[src/rtl/bin_to_bcd_seq.sv]
// Sequential binary-to-BCD converter (shift-and-add-3), one operand bit per cycle.
// Results at or above 10000 display 9999 and raise overflow.
module bin_to_bcd_seq #(
  parameter int unsigned IN_WIDTH = 14
) (
  input  logic                clk,
  input  logic                reset,
  input  logic                start,
  input  logic [IN_WIDTH-1:0] bin,
  output logic                busy,
  output logic                done,
  output logic                overflow,
  output logic [3:0]          digit_1,
  output logic [3:0]          digit_2,
  output logic [3:0]          digit_3,
  output logic [3:0]          digit_4
);

  localparam int unsigned CntW = $clog2(IN_WIDTH + 1);

  typedef enum logic [1:0] {StIdle, StShift, StDone} state_e;

  state_e              r_state;
  state_e              w_state_next;
  logic [IN_WIDTH-1:0] r_opnd;
  logic [15:0]         r_acc;
  logic [CntW-1:0]     r_cnt;
  logic                r_ovf_flag;
  logic [15:0]         r_digits;
  logic                r_overflow;

  logic                w_accept;
  logic                w_last;
  logic [15:0]         w_acc_adj;
  logic [15:0]         w_acc_shift;

  assign w_accept = start && ((r_state == StIdle) || (r_state == StDone));
  assign w_last   = (r_state == StShift) && (r_cnt == CntW'(1));

  always_comb begin
    w_acc_adj = r_acc;
    for (int i = 0; i < 4; i++) begin
      if (r_acc[i*4 +: 4] >= 4'd5) w_acc_adj[i*4 +: 4] = r_acc[i*4 +: 4] + 4'd3;
    end
    // The bit leaving the accumulator MSB is dropped by the truncating cast.
    w_acc_shift = 16'({w_acc_adj, r_opnd[IN_WIDTH-1]});
  end

  always_ff @(posedge clk) begin
    if (reset) r_state <= StIdle;
    else       r_state <= w_state_next;
  end

  always_comb begin
    w_state_next = r_state;
    busy         = 1'b0;
    done         = 1'b0;
    case (r_state)
      StIdle: begin
        if (start) w_state_next = StShift;
      end
      StShift: begin
        busy = 1'b1;
        if (w_last) w_state_next = StDone;
      end
      StDone: begin
        done         = 1'b1;
        w_state_next = start ? StShift : StIdle;
      end
      default: w_state_next = StIdle;
    endcase
  end

  always_ff @(posedge clk) begin
    if (reset) begin
      r_opnd     <= '0;
      r_acc      <= '0;
      r_cnt      <= '0;
      r_ovf_flag <= 1'b0;
      r_digits   <= '0;
      r_overflow <= 1'b0;
    end else if (w_accept) begin
      r_opnd     <= bin;
      r_acc      <= '0;
      r_cnt      <= CntW'(IN_WIDTH);
      r_ovf_flag <= (bin > IN_WIDTH'(9999));
    end else if (r_state == StShift) begin
      r_acc  <= w_acc_shift;
      r_opnd <= {r_opnd[IN_WIDTH-2:0], 1'b0};
      r_cnt  <= r_cnt - CntW'(1);
      // Outputs change only here, so the display never sees a partial result.
      if (w_last) begin
        r_digits   <= r_ovf_flag ? 16'h9999 : w_acc_shift;
        r_overflow <= r_ovf_flag;
      end
    end
  end

  assign digit_1  = r_digits[3:0];
  assign digit_2  = r_digits[7:4];
  assign digit_3  = r_digits[11:8];
  assign digit_4  = r_digits[15:12];
  assign overflow = r_overflow;

endmodule

[config.mk]
export PLATFORM = sky130hd
export DESIGN_NAME = bin_to_bcd_seq
export DESIGN_NICKNAME = d
export VERILOG_FILES = /design/src/rtl/bin_to_bcd_seq.sv
export SDC_FILE = /design/constraint.sdc
export NUM_CORES = 1
export LEC_CHECK = 0
export ABC_AREA = 1
export CAP_MARGIN = 10
export CORE_AREA = 2 2 71 73
export CTS_CLUSTER_SIZE = 8
export DETAILED_ROUTE_END_ITERATION = 8
export DIE_AREA = 0 0 73 75
export PLACE_DENSITY = 0.81
export REMOVE_ABC_BUFFERS = 1
export SETUP_SLACK_MARGIN = 0.3
export SYNTH_ARGS = -nofsm -noshare
export SYNTH_HDL_FRONTEND = slang
export SYNTH_SLANG_ARGS = --single-unit
export TNS_END_PERCENT = 5
[constraint.sdc]
create_clock -name clk -period 3.2 [get_ports clk]
set_input_delay 0.64 -clock clk [delete_from_list [all_inputs] [get_ports clk]]
set_output_delay 0.64 -clock clk [all_outputs]
set_load 0.05 [all_outputs]
==> metrics.yaml <==
finalClockSkew_ns: 0.0108
peakVddDrop_uv: 266
grt_pass1_vias: 2063
finalSetupTns_ns: 0
layout-drive-gt1-share: 0.0821
core_um2: 4660
start_util: 0.564
worst_slew_pin_slew_ns: 0.675
clockBufferDepth: 2
synth_area_leaders: "dfxtp_1 41%, nand2_1 10%, inv_1 6.3%"
crit_type: "flip-flop to output pin"
cap_violations: 0
mappedNetlistArea_um2: 2630
setup_violations: 0
hold_buffers: 0
postCtsSetupRepairBufs: 0
synth-edff-count: 0
synth.top_cell.area_share: 0.411
drc: 0
critPathCaptureType: "output pin"
cts.reportedPaths.clkPinSlew_ns: 0.08
ys_types: 26
min_path_type: "flip-flop to flip-flop"
path_delay_family: "buffers and inverters"
syn_avg_cell_area_um2: 7.35
routed_wl_um: 5480
rsz0062_at_grt: "no"
cts_resized: 0
gp_congestion: 0.869
outcome: "completed"
start_kind: "flip-flop"
register_area_um2: 1080
met2RoutedLength_um: 2580
area_delta_synth_final_pct: 16.2
cp_data_arrival_time_ns: 1.90
synth_warnings: 0
grt_max_degree: 35
die_w_um: 73
vias: 2329
n_antenna_cell: 0
worst_ep_required_time_ns: 2.56
cts_tree: "yes"
dieArea_um2: 5480
grt_use_total: 0.213
grt_first_pass_wirelength_um: 9160
synth_ff_type: "dfxtp_1"
cts_max_level: 2
numCtsBuffers: 5
path_max_fanout: 19
met3WireLength_um: 235
yosysMostFrequentCell: "nand2_1"
path_buf_inv: 2
slowest_stage: "clkdlybuf4s50_1"
drt-initial-drc-count: 113
maxSlewHeadroom: 0.550
grt_antenna_before_repair: 0
period_share: 0.793
clkSinkCount: 54
overflow: 0
met1Wirelength_um: 2580
synthCells: 358
ys_ff_latch: 54
timing.final.max_slew_violations: 0
slowest_delay_ns: 0.87
avgViaCountPerCell: 5.25
hpwl_um: 3820
power.leakage_nw: 1.36
multiInputGateArea_um2: 1280
die_h_um: 75
synth_largest_area_cell: "dfxtp_1"
cp_cell_sequence: "inv_2 -> nor2_8 -> clkdlybuf4s50_1"
power_density_nw_per_um2: 439
wl_per_cell_um: 12.4
io-pin-count: 36
cts_root_buf: "clkbuf_8"
fmax_mhz: 394
final_hold_viol_count: 0
synthArstFlopShare: 0
synth_commonest_cells: "72 x nand2_1, 54 x dfxtp_1, 44 x inv_1"
fillers: 414
placementRows: 25
first_pass_iters: 4
post-route-min-period_ns: 2.54
nets: 417
antenna_left: 0
yosysSeqAreaShare: 0.411
clock_latency_ns: 0.31
port_buffers: 35
finalPower_mw: 1.34
topRoutingLayerUsed: "met4"
==> sequential cells by signal (all words and copies together), names as in the netlist <==
register / cells
r_digits: 16
r_cnt: 4
r_opnd: 14
overflow: 1
r_acc: 16
r_state: 2
r_ovf_flag: 1
==> layout make-up <==
type,count,share of cell area
clock buffers,7,0.0250
inverters,49,0.0618
multi-input cells,243,0.418
flip-flops and latches,54,0.354
well taps,54,0.0221
repair buffers,37,0.120
==> cell families after synthesis <==
kind of cell    Yosys count  share of synthesized area
buf+inv                  61                      0.103
simple gates            153                      0.268
flops                    54                      0.411
fa+ha+maj                10                     0.0476
compound gates           80                      0.170
==> placed cells by master, fill, tap and decap left out, types with 10 or more instances in the layout <==
| master | instances |
|---|---|
| dfxtp_1 | 54 |
| ha_1 | 10 |
| nand2_1 | 72 |
| nor3_1 | 11 |
| o21ai_1 | 12 |
| a21oi_1 | 24 |
| clkdlybuf4s50_1 | 35 |
| inv_1 | 44 |
| o21ai_0 | 31 |
| nor2_1 | 42 |
==> where the power goes <==
group / internal [mW] / switching (mW) / total (mW)
sequential: 0.713 / 0.0280 / 0.741
combinational: 0.0867 / 0.150 / 0.236
clock: 0.151 / 0.213 / 0.364
total: 0.951 / 0.391 / 1.34
==> metrics by stage <==
| stage | instances | setup WS, ns | area [µm²] | utilization | hold slack [ns] |
|---|---|---|---|---|---|
| final | 444 | 0.664 | 3060 | 0.656 | 0.473 |
| after global routing | 444 | 0.585 | 3060 | 0.656 | 0.483 |
| after CTS | 444 | 0.650 | 3060 | 0.656 | 0.475 |
| after detailed placement | 437 | 0.989 | 2980 | 0.639 | 0.458 |
| after global placement | 437 | 1.02 | 2980 | 0.639 | 0.452 |
| after floorplan | 346 | 1.41 | 2550 | - | 0.440 |
==> tightest hold or removal path, cell delays in order (launching register included) <==
cell	delay [ns]
dfxtp_1	0.32
nand2_1	0.06
a21oi_1	0.05
==> metal layers <==
| layer | track usage | vias to the layer above |
|---|---|---|
| met5 | 0 | - |
| met4 | 0.0679 | 0 |
| met3 | 0.0469 | 9 |
| met2 | 0.353 | 42 |
| met1 | 0.277 | 1063 |
| li1 | - | 1215 |
==> final timing paths <==
| kind | start | endpoint | slack [ns] | cells after the start |
|---|---|---|---|---|
| worst min-delay path | r_opnd[1] | r_opnd[1] | 0.47 | 2 |
| worst max-delay path | r_state[0] | busy | 0.66 | 3 |
| worst min register to register | r_opnd[1] | r_opnd[1] | 0.47 | 2 |
| worst max register to register | r_state[0] | r_digits[4] | 1.46 | 7 |
Note: power is estimated with default switching activity, not from simulation.
